### src/rtl/lc3_mem_sequencer.sv
// LC3 memory-access stage sequencer: runs one load/store/indirect operation at a time
// over a request/acknowledge data-memory port and hands load results to writeback.
module lc3_mem_sequencer #(
   parameter int ADDR_W = 16,
   parameter int DATA_W = 16
) (
   input  logic              clock,
   input  logic              reset,
   input  logic              req_valid,
   input  logic [1:0]        req_op,
   input  logic [ADDR_W-1:0] req_addr,
   input  logic [DATA_W-1:0] req_wdata,
   output logic              req_ready,
   output logic              Data_req,
   output logic              Data_rd,
   output logic [ADDR_W-1:0] Data_addr,
   output logic [DATA_W-1:0] Data_din,
   input  logic              Data_ack,
   input  logic [DATA_W-1:0] Data_dout,
   output logic [DATA_W-1:0] memout,
   output logic              memout_valid,
   output logic [1:0]        mem_state
);

   typedef enum logic [1:0] {
      ST_READ     = 2'd0,
      ST_WRITE    = 2'd1,
      ST_INDIRECT = 2'd2,
      ST_IDLE     = 2'd3
   } state_t;

   state_t state_r;
   logic   ind_store_r;

   function automatic state_t entry_state(input logic [1:0] op);
      case (op)
         2'b00:   entry_state = ST_READ;
         2'b01:   entry_state = ST_WRITE;
         default: entry_state = ST_INDIRECT;
      endcase
   endfunction

   assign mem_state = state_r;

   // Sequencer FSM; every port output is a register updated alongside the state.
   always_ff @(posedge clock or posedge reset) begin
      if (reset) begin
         state_r      <= ST_IDLE;
         ind_store_r  <= 1'b0;
         req_ready    <= 1'b1;
         Data_req     <= 1'b0;
         Data_rd      <= 1'b1;
         Data_addr    <= {ADDR_W{1'b0}};
         Data_din     <= {DATA_W{1'b0}};
         memout       <= {DATA_W{1'b0}};
         memout_valid <= 1'b0;
      end else begin
         memout_valid <= 1'b0;
         case (state_r)
            ST_IDLE: begin
               if (req_valid) begin
                  state_r     <= entry_state(req_op);
                  ind_store_r <= req_op[0];
                  req_ready   <= 1'b0;
                  Data_req    <= 1'b1;
                  Data_rd     <= (req_op != 2'b01);
                  Data_addr   <= req_addr;
                  if (req_op[0]) begin
                     Data_din <= req_wdata;
                  end else begin
                     Data_din <= Data_din;
                  end
               end else begin
                  state_r <= ST_IDLE;
               end
            end
            ST_INDIRECT: begin
               // The pointer word becomes the address of the final access.
               if (Data_ack) begin
                  Data_addr <= ADDR_W'(Data_dout);
                  if (ind_store_r) begin
                     state_r <= ST_WRITE;
                     Data_rd <= 1'b0;
                  end else begin
                     state_r <= ST_READ;
                     Data_rd <= 1'b1;
                  end
               end else begin
                  state_r <= ST_INDIRECT;
               end
            end
            ST_READ: begin
               if (Data_ack) begin
                  memout       <= Data_dout;
                  memout_valid <= 1'b1;
                  state_r      <= ST_IDLE;
                  Data_req     <= 1'b0;
                  req_ready    <= 1'b1;
               end else begin
                  state_r <= ST_READ;
               end
            end
            ST_WRITE: begin
               if (Data_ack) begin
                  state_r   <= ST_IDLE;
                  Data_req  <= 1'b0;
                  Data_rd   <= 1'b1;
                  req_ready <= 1'b1;
               end else begin
                  state_r <= ST_WRITE;
               end
            end
            default: begin
               state_r   <= ST_IDLE;
               Data_req  <= 1'b0;
               Data_rd   <= 1'b1;
               req_ready <= 1'b1;
            end
         endcase
      end
   end

endmodule

### config.mk
export PLATFORM = sky130hd
export DESIGN_NAME = lc3_mem_sequencer
export DESIGN_NICKNAME = d
export VERILOG_FILES = /design/src/rtl/lc3_mem_sequencer.sv
export SDC_FILE = /design/constraint.sdc
export NUM_CORES = 1
export LEC_CHECK = 0
export ABC_AREA = 1
export ABC_CLOCK_PERIOD_IN_PS = 4900
export BUFFER_PORTS_ARGS = -buffer_cell sky130_fd_sc_hd__buf_2
export CORE_ASPECT_RATIO = 0.5
export CORE_MARGIN = 5
export CORE_UTILIZATION = 51
export CTS_CLUSTER_SIZE = 20
export DETAILED_ROUTE_END_ITERATION = 10
export GPL_TIMING_DRIVEN = 0
export PLACE_DENSITY = 0.95
export SYNTH_ARGS = -nofsm -noshare
export SYNTH_HDL_FRONTEND = slang
export SYNTH_SLANG_ARGS = --single-unit
### constraint.sdc
create_clock -name clock -period 4.9 [get_ports clock]
set_input_delay 0.98 -clock clock [delete_from_list [all_inputs] [get_ports clock]]
set_output_delay 0.98 -clock clock [all_outputs]
set_load 0.02 [all_outputs]
==> reports/qor.csv, run 1 <==
stage,metric,value,unit
outcome,status,"complete, no violations",
global_route,total congestion overflow,0,
placement,pre-CTS WS,2.80,ns
power_and_ir_drop,Gate power share,0.521,
logic_synthesis,synth unique cells,19,
sta,skew final,0.00535,ns
placement,routability cong.,0.841,
power_and_ir_drop,Internal,1.20,mW
detailed_routing,drt pass-1 iters,4,
global_route,initial antenna violation count,0,
clock_tree,CTS Buffer Depth,2,
logic_synthesis,syn nets,366,
critical_path,CP Cell Sequence,buf_2,
layout,Final nets,480,
die,Die ar.,6540,um^2
power_and_ir_drop,Psw,1.02,mW
die,die width,109,um
placement,Placed Cells,483,
flow_run,Max Cap Violations,0,
layout,fraction of layout cells with a size suffix above 1,0.318,
clock_tree,H-tree depth,2,
power_and_ir_drop,clock power share,0.120,
critical_path,critical path endpoint category,primary output,
critical_path,WS Path Type,reg -> out,
layout,"Design Area, Final",3260,um^2
sta,max_slew headroom,0.717,
sta,Tmin final,2.03,ns
logic_synthesis,Yosys warnings,0,
critical_path,Critical Path RT,3.92,ns
global_route,largest net degree at the start of global routing,42,
power_and_ir_drop,Overall Power,2.23,mW
critical_path,"Largest delay share family, worst path",flip-flops,
min_path,HP Class,reg -> reg,
logic_synthesis,"Seq/Total Area, Yosys",0.547,
sta,Tcrit/Tclk final,0.415,
die,Ports,108,
detailed_routing,initial drt markers,128,
sta,# setup viols final,0,
detailed_routing,DRC Markers,0,
logic_synthesis,Synth Cell Area,2520,um^2
layout,Final Non-Filler Cells,491,
placement,port bufs,106,
clock_tree,TritonCTS clock tree,built,
detailed_routing,final WL,6240,um
clock_tree,clock sinks,55,
clock_tree,CTS root buffer,clkbuf_8,
placement,detailed placement HPWL,4840,um
sta,TNS Setup,0,ns
power_and_ir_drop,Sw Share,0.459,
power_and_ir_drop,PD cells,682,nW/um^2
logic_synthesis,Mapped Avg Cell Area,8.25,um^2
clock_tree,CTS Hold Bufs,0,
detailed_routing,Vias/cell,4.79,
clock_tree,number of CTS-inserted buffers,5,
sta,Final Hold Viols,0,
die,Initial Utilization,0.519,
global_route,first-pass GRT wire length,10200,um
critical_path,Worst setup SP type,register,
placement,Post-DP Area,3160,um^2
clock_tree,total setup buffers inserted after CTS,0,
logic_synthesis,Gate Count Post-Synth,306,
critical_path,Critical Path Max Stage Delay,0.58,ns
power_and_ir_drop,sequential share of power,0.359,
clock_tree,Resized cells post-CTS,0,
global_route,Total GRT Usage,0.198,
critical_path,CP Data Arrival Time,1.05,ns
sta,Final Max Tran Viols,0,
critical_path,crit path max-delay cell type,dfstp_2,
detailed_routing,drt wl/cell,12.7,um
layout,area grow syn2layout,29.3,%
detailed_routing,Final ANT Viol Nets,0,
sta,pin slew with the least headroom to its limit,0.425,ns
layout,"commonest non-fill, non-tap cell in the layout",nand2_1,
logic_synthesis,Synth Register Bits,55,
die,Rows,18,
power_and_ir_drop,reported leakage power,1.94,nW
sta,final worst slack,2.87,ns
critical_path,crit-path max FO,6,
die,die height,59.7,um
critical_path,Worst Path Buf+Inv,1,
power_and_ir_drop,maximum vdd drop,0.270,mV
clock_tree,later-pin clock latency in the skew report,0.30,ns
die,core area,4860,um^2
sta,RSZ-0062 raised after global routing,false,
layout,most frequent cells in the layout,"138 x nand2_1, 111 x buf_2, 51 x dfrtp_1",
global_route,vias in the first global route,2270,
detailed_routing,routed vias,2351,
layout,antenna diode count,0,
clock_tree,"Reg clk slew, reported paths",0.09,ns
sta,max frequency,0.492,GHz
[power groups by stage]
stage               Clock [mW]  Sequential [mW]  Combinational (mW)
floorplan                    0             1.06               0.530
global placement             0            0.801                1.13
detailed placement           0            0.807                1.17
CTS                      0.273            0.801                1.17
global route             0.294            0.828                1.29
finish                   0.266            0.800                1.16
[metrics by stage]
step            util  hold slack (ns)
6_report       0.671            0.476
2_1_floorplan      -            0.510
3_3_place_gp   0.646            0.449
5_1_grt        0.671            0.492
4_1_cts        0.671            0.482
3_5_place_dp   0.650            0.457
[sequential cells by signal, summed over array words and instances (netlist names)]
register and flops:
Data_addr 16, Data_din 16, memout 16, mem_state 2, Data_rd 1, Data_req 1, ind_store_r 1, memout_valid 1
req_ready 1
[layout make-up]
cell class                      count  area, um^2
Buffer                             13        85.1
Clock buffer                        8         100
Fill cell                         446        1600
Inverter                           22        85.1
Multi-Input combinational cell    216         972
Sequential cell                    55        1380
Tap cell                           70        87.6
Timing Repair Buffer              107         551
[layer usage]
| metal | vias up | routed length, um | track usage |
|---|---|---|---|
| met5 | - | 0 | 0 |
| met4 | 0 | 33 | 0.0551 |
| met3 | 4 | 366 | 0.0302 |
| met2 | 79 | 3140 | 0.356 |
| met1 | 1083 | 2700 | 0.253 |
| li1 | 1185 | - | - |
[synthesized netlist by cell type]
| library cell | instances | area share |
|---|---|---|
| buf_2 | 5 | 0.0099 |
| buf_6 | 4 | 0.018 |
| clkbuf_1 | 4 | 0.0059 |
| dfrtp_1 | 51 | 0.51 |
| dfstp_2 | 4 | 0.042 |
| ha_1 | 6 | 0.030 |
| inv_1 | 20 | 0.030 |
| inv_2 | 1 | 0.0015 |
| inv_4 | 1 | 0.0025 |
| nand2_1 | 138 | 0.21 |
| nand2_2 | 2 | 0.0050 |
| nand2_4 | 1 | 0.0045 |
| nand3_1 | 34 | 0.067 |
| nand3b_1 | 1 | 0.0030 |
| nand4_1 | 1 | 0.0025 |
| nor2_1 | 6 | 0.0089 |
| o21a_1 | 1 | 0.0030 |
| o21ai_0 | 25 | 0.050 |
| o21ai_4 | 1 | 0.0064 |
[worst paths after layout]
| check | slack [ns] | cells past startpoint | endpoint | startpoint |
|---|---|---|---|---|
| max in group asynchronous | 3.70 | 3 | req_ready | reset |
| max reg2reg | 3.00 | 5 | memout[11] | mem_state[1] |
| min reg2reg | 0.48 | 2 | Data_din[3] | Data_din[3] |
| min | 0.48 | 2 | Data_din[3] | Data_din[3] |
| min in group asynchronous | 0.63 | 2 | Data_din[1] | reset |
| max | 2.87 | 1 | mem_state[1] | mem_state[1] |
[logic make-up (layout without fill, tap and decap cells)]
family / Yosys count / count (layout) / share of synthesized area
compound gates: 27 / 27 / 0.0590
fa+ha+maj: 6 / 6 / 0.0297
buf+inv: 35 / 150 / 0.0674
flops: 55 / 55 / 0.547
simple gates: 183 / 183 / 0.296
(Power assumes the default switching activity.)
==> run 2: changes to the inputs <==
- ABC_AREA: 1 -> 0
- ABC_CLOCK_PERIOD_IN_PS: 4900 -> 2050
- CORE_UTILIZATION: 51 -> 47
- PLACE_DENSITY: 0.95 -> 0.91
- clock period: 4.9 -> 2.05 ns (I/O delays scaled with it)
==> reports/qor.csv, run 2 <==
stage,metric,value,unit
global_route,initial antenna violation count,0,
logic_synthesis,most common cell in the netlist,mux2_2,
die,core area,5020,um^2
logic_synthesis,post-synth top area cell,dfrtp_1,
min_path,HP Class,in -> async,
critical_path,R2R setup slack,0.11,ns
global_route,first-pass GRT wire length,9120,um
critical_path,Critical Path Max Stage Delay,0.59,ns
global_route,routing usage on met2,0.338,
power_and_ir_drop,PD cells,1780,nW/um^2
critical_path,Critical Path RT,2.25,ns
die,Initial Utilization,0.494,
power_and_ir_drop,reported leakage power,1.63,nW
layout,Post-Route Utilization,0.649,
detailed_routing,routed vias,1741,
layout,register area,1380,um^2
placement,pre-CTS WS,0.115,ns
detailed_routing,Vias/cell,4.99,
sta,Final Max Tran Viols,0,
logic_synthesis,synth unique cells,27,
logic_synthesis,Synth Cell Area,2480,um^2
layout,fillers,389,
global_route,GR Layer Usage met1,0.181,
critical_path,WS Path Type,reg -> reg,
detailed_routing,DRC Markers,0,
layout,Top Registers,"Data_addr: 16 flops, Data_din: 16 flops, memout: 16 flops",
placement,routability cong.,0.803,
layout,Final nets,338,
sta,Tmin final,1.94,ns
critical_path,crit path max-delay cell type,dfstp_2,
sta,TNS Setup,0,ns
layout,"Design Area, Final",3260,um^2
logic_synthesis,Gate Count Post-Synth,163,
outcome,status,"complete, no violations",
critical_path,Reg2Reg Launch Point,mem_state[0],
sta,# setup viols final,0,
logic_synthesis,"EDFF count, synth",0,
clock_tree,later-pin clock latency in the skew report,0.31,ns
global_route,Top Usage Layer GRT,met2,
logic_synthesis,Async SR Flop Fraction,1.00,
logic_synthesis,syn nets,223,
sta,final worst slack,0.111,ns
sta,max frequency,0.516,GHz
layout,antenna diode count,0,
detailed_routing,drt pass-1 iters,4,
global_route,largest net degree at the start of global routing,44,
sta,pin slew with the least headroom to its limit,0.370,ns
detailed_routing,initial drt markers,66,
placement,port bufs,107,
clock_tree,clock sinks,55,
clock_tree,H-tree depth,2,
die,die height,61.4,um
die,die width,113,um
clock_tree,"Reg clk slew, reported paths",0.09,ns
clock_tree,number of CTS-inserted buffers,5,
critical_path,reg2reg end,Data_addr[13],
placement,detailed placement HPWL,4380,um
global_route,Total GRT Usage,0.169,
layout,most frequent cells in the layout,"110 x buf_2, 55 x mux2_2, 51 x dfrtp_1",
power_and_ir_drop,maximum vdd drop,0.722,mV
global_route,met3 usage,0.0383,
sta,skew final,0.00991,ns
clock_tree,TritonCTS clock tree,built,
clock_tree,Resized cells post-CTS,0,
critical_path,FF-to-FF path depth,6,
detailed_routing,drt wl/cell,15.9,um
sta,max_slew headroom,0.750,
critical_path,CP Cell Sequence,inv_1 -> ha_1 -> mux2i_1 -> nor2_4 -> buf_8 -> mux2_4,
placement,Placed Cells,341,
die,Die ar.,6910,um^2
logic_synthesis,Synth Flop Type,dfrtp_1,
placement,Post-DP Area,3120,um^2
die,Ports,108,
critical_path,CP Data Arrival Time,2.14,ns
layout,"commonest non-fill, non-tap cell in the layout",buf_2,
logic_synthesis,"top cells by area, synth","dfrtp_1 51%, mux2_2 25%, mux2_4 6.1%",
critical_path,Worst Path Buf+Inv,2,
clock_tree,CTS root buffer,clkbuf_8,
clock_tree,total setup buffers inserted after CTS,0,
logic_synthesis,"Seq/Total Area, Yosys",0.557,
critical_path,critical path endpoint category,register,
detailed_routing,final WL,5560,um
sta,Final Hold Viols,0,
detailed_routing,Final ANT Viol Nets,0,
logic_synthesis,area share of the largest cell type after synthesis,0.515,
clock_tree,CTS Hold Bufs,0,
logic_synthesis,Synth Register Bits,55,
layout,area grow syn2layout,31.4,%
sta,RSZ-0062 raised after global routing,false,
clock_tree,CTS Buffer Depth,2,
logic_synthesis,Mapped Avg Cell Area,15.2,um^2
critical_path,crit-path max FO,10,
sta,Tcrit/Tclk final,0.946,
logic_synthesis,commonest cells in the netlist,"55 x mux2_2, 51 x dfrtp_1, 10 x mux2_4, 6 x ha_1, 6 x inv_1",
layout,Final Non-Filler Cells,349,
global_route,vias in the first global route,1968,
critical_path,"Largest delay share family, worst path",flip-flops,
layout,Multi-input gate area,1030,um^2
critical_path,Worst setup SP type,register,
global_route,total congestion overflow,0,
die,Rows,18,
logic_synthesis,Yosys warnings,0,
flow_run,Max Cap Violations,0,
layout,fraction of layout cells with a size suffix above 1,0.706,
run 2: changes by cell type after synthesis, moves of 10 or more:
cell and change:
inv_1 -14, o21ai_0 -22, nand2_1 -134, nand3_1 -34, mux2_2 +55, mux2_4 +10
run 2: how the worst max path moves through the flow:
stage | startpoint | to | depth (start not counted)
after floorplan | mem_state[0] | Data_addr[10] | 6
after global placement | reset | memout[4] | 2
after detailed placement | mem_state[0] | Data_addr[9] | 6
after CTS | mem_state[1] | memout[0] | 5
after global routing | mem_state[0] | Data_addr[13] | 6
final | mem_state[0] | Data_addr[13] | 6
run 2: cell type report:
type / instances / area share
sequential: 55 / 0.424
multi-input combinational: 97 / 0.317
timing repair buffer: 108 / 0.171
tap: 70 / 0.0269
clock buffer: 5 / 0.0211
clock inverter: 3 / 0.0207
buffer: 5 / 0.0127
inverter: 6 / 0.00691
run 2: power by group:
group / switching [mW] / total (mW) / leakage [nW] / internal [mW]
sequential: 0.291 / 1.97 / 0.648 / 1.68
combinational: 1.60 / 2.99 / 0.915 / 1.38
clock: 0.354 / 0.841 / 0.0644 / 0.487
run 2: kinds of logic after synthesis:
logic type,after synthesis,share of synthesized area
multiplexers,67,0.319
flip-flops,55,0.557
AND/OR/NAND/NOR,14,0.0404
buffers and inverters,11,0.0257
AO/OA/AOI/OAI,10,0.0278
adder cells (fa/ha/maj),6,0.0303
run 2: stage by stage:
stage	hold WS, ns	total power, mW
finish	0.0334	5.79
global route	0.0422	6.15
CTS	0.0373	5.86
detailed placement	0.379	5.00
global placement	0.455	4.84
floorplan	0.465	4.06
run 2: metal layers:
metal  routed length, um  vias up
met1                2050      879
li1                    -      801
met5                   0        -
met4                  99        0
met2                3140       49
met3                 269       12
==> run 3: changes to the inputs <==
- BUFFER_PORTS_ARGS: -buffer_cell sky130_fd_sc_hd__buf_2 -> -buffer_cell sky130_fd_sc_hd__clkbuf_2
- CORE_UTILIZATION: 47 -> 35
- PLACE_DENSITY: 0.91 -> 0.74
==> reports/qor.csv, run 3 (synthesized netlist as in run 2, its figures left out) <==
stage,metric,value,unit
outcome,status,"complete, no violations",
die,Rows,21,
detailed_routing,final WL,5740,um
flow_run,Max Cap Violations,0,
detailed_routing,Vias/cell,4.64,
placement,Placed Cells,363,
detailed_routing,DRC Markers,0,
layout,"commonest non-fill, non-tap cell in the layout",clkbuf_2,
layout,Top Registers,"Data_addr: 16 flops, Data_din: 16 flops, memout: 16 flops",
sta,pin slew with the least headroom to its limit,0.505,ns
sta,Post-Route Hold Slack,0.129,ns
clock_tree,clock sinks,55,
detailed_routing,routed vias,1714,
critical_path,Reg2Reg Launch Point,mem_state[0],
layout,area grow syn2layout,32.4,%
placement,Post-DP Area,3150,um^2
critical_path,CP Data Arrival Time,2.13,ns
power_and_ir_drop,maximum vdd drop,0.518,mV
layout,fillers,614,
die,Die ar.,8970,um^2
clock_tree,number of CTS-inserted buffers,5,
sta,max frequency,0.509,GHz
global_route,initial antenna violation count,0,
die,Initial Utilization,0.366,
layout,Final Non-Filler Cells,369,
clock_tree,CTS Buffer Depth,2,
sta,# setup viols final,0,
placement,port bufs,107,
layout,"Design Area, Final",3280,um^2
power_and_ir_drop,PD cells,1750,nW/um^2
placement,detailed placement HPWL,4480,um
layout,most frequent cells in the layout,"107 x clkbuf_2, 55 x mux2_2, 51 x dfrtp_1",
die,Ports,108,
layout,register area,1380,um^2
detailed_routing,Final ANT Viol Nets,0,
global_route,total congestion overflow,0,
sta,Tcrit/Tclk final,0.958,
clock_tree,"Reg clk slew, reported paths",0.07,ns
critical_path,Worst setup SP type,register,
global_route,vias in the first global route,1913,
clock_tree,H-tree depth,2,
clock_tree,TritonCTS clock tree,built,
sta,skew final,0.00555,ns
placement,routability cong.,0.690,
critical_path,"Largest delay share family, worst path",flip-flops,
die,core area,6780,um^2
sta,Tmin final,1.96,ns
critical_path,Critical Path Max Stage Delay,0.58,ns
sta,Final Max Tran Viols,0,
detailed_routing,initial drt markers,29,
detailed_routing,drt wl/cell,15.6,um
die,die height,69.5,um
critical_path,CP Cell Sequence,inv_1 -> ha_1 -> mux2i_1 -> nor2_4 -> buf_8 -> mux2_4,
critical_path,crit path max-delay cell type,dfstp_2,
sta,RSZ-0062 raised after global routing,false,
clock_tree,total setup buffers inserted after CTS,0,
critical_path,critical path launch point,mem_state[0],
layout,Multi-input gate area,1030,um^2
die,die width,129,um
critical_path,crit-path max FO,10,
detailed_routing,drt pass-1 iters,2,
clock_tree,later-pin clock latency in the skew report,0.29,ns
global_route,first-pass GRT wire length,9540,um
layout,Final nets,338,
power_and_ir_drop,Overall Power,5.74,mW
critical_path,Worst Path Buf+Inv,2,
global_route,largest net degree at the start of global routing,35,
layout,antenna diode count,0,
sta,Final Hold Viols,0,
clock_tree,CTS root buffer,clkbuf_16,
power_and_ir_drop,reported leakage power,1.65,nW
min_path,HP Class,in -> async,
global_route,Total GRT Usage,0.132,
layout,fraction of layout cells with a size suffix above 1,0.700,
critical_path,Critical Path RT,2.22,ns
sta,max_slew headroom,0.663,
critical_path,critical path endpoint category,register,
critical_path,WS Path Type,reg -> reg,
[run 3: final cells by class]
class                   instances  area share
well taps                      92      0.0351
multi-input cells              97       0.315
inverters                       6     0.00686
clock buffers                   6      0.0393
repair buffers                108       0.169
flip-flops and latches         55       0.421
plain buffers                   5      0.0133
[run 3: final timing paths]
path	end	slack (ns)	cells past startpoint
worst max-delay path	Data_addr[6]	0.09	6
worst min-delay path	Data_din[0]	0.13	2
worst max register to register	Data_addr[6]	0.09	6
worst min register to register	req_ready	0.47	2
max in group asynchronous	Data_rd	1.31	3
min in group clock	Data_din[0]	0.35	2
[run 3: worst register-to-register path, cell delays in order (launching register included)]
cell     delay, ns
dfstp_2       0.58
inv_1         0.09
ha_1          0.25
mux2i_1       0.17
nor2_4        0.24
buf_8         0.21
mux2_4        0.32
[run 3: power breakdown]
part / leakage, nW / total [mW] / internal, mW / switching (mW)
clock: 0.0628 / 0.797 / 0.440 / 0.357
sequential: 0.648 / 2.00 / 1.68 / 0.316
combinational: 0.935 / 2.94 / 1.37 / 1.57
[run 3: what timing repair did]
action / in CTS / in global routing
gates resized for setup: 0 / 1
hold buffers: 0 / 0
endpoints found under the setup margin: 0 / 1
[run 3: metrics by stage]
| stage | utilization | setup slack (ns) | setup TNS (ns) |
|---|---|---|---|
| 2_1_floorplan | - | 0.175 | 0 |
| 4_1_cts | 0.484 | 0.0588 | 0 |
| 5_1_grt | 0.484 | 0.00563 | 0 |
| 3_3_place_gp | 0.462 | -0.324 | -16.38 |
| 3_5_place_dp | 0.465 | 0.0718 | 0 |
| 6_report | 0.484 | 0.0869 | 0 |
[run 3: routing by layer]
layer / up-vias / GRT usage / routed length, um / share of wire
li1: 802 / - / - / -
met3: 5 / 0.0323 / 242 / 0.042
met5: - / 0 / 0 / 0
met2: 32 / 0.249 / 3250 / 0.57
met4: 0 / 0.0314 / 51 / 0.0089
met1: 875 / 0.148 / 2200 / 0.38
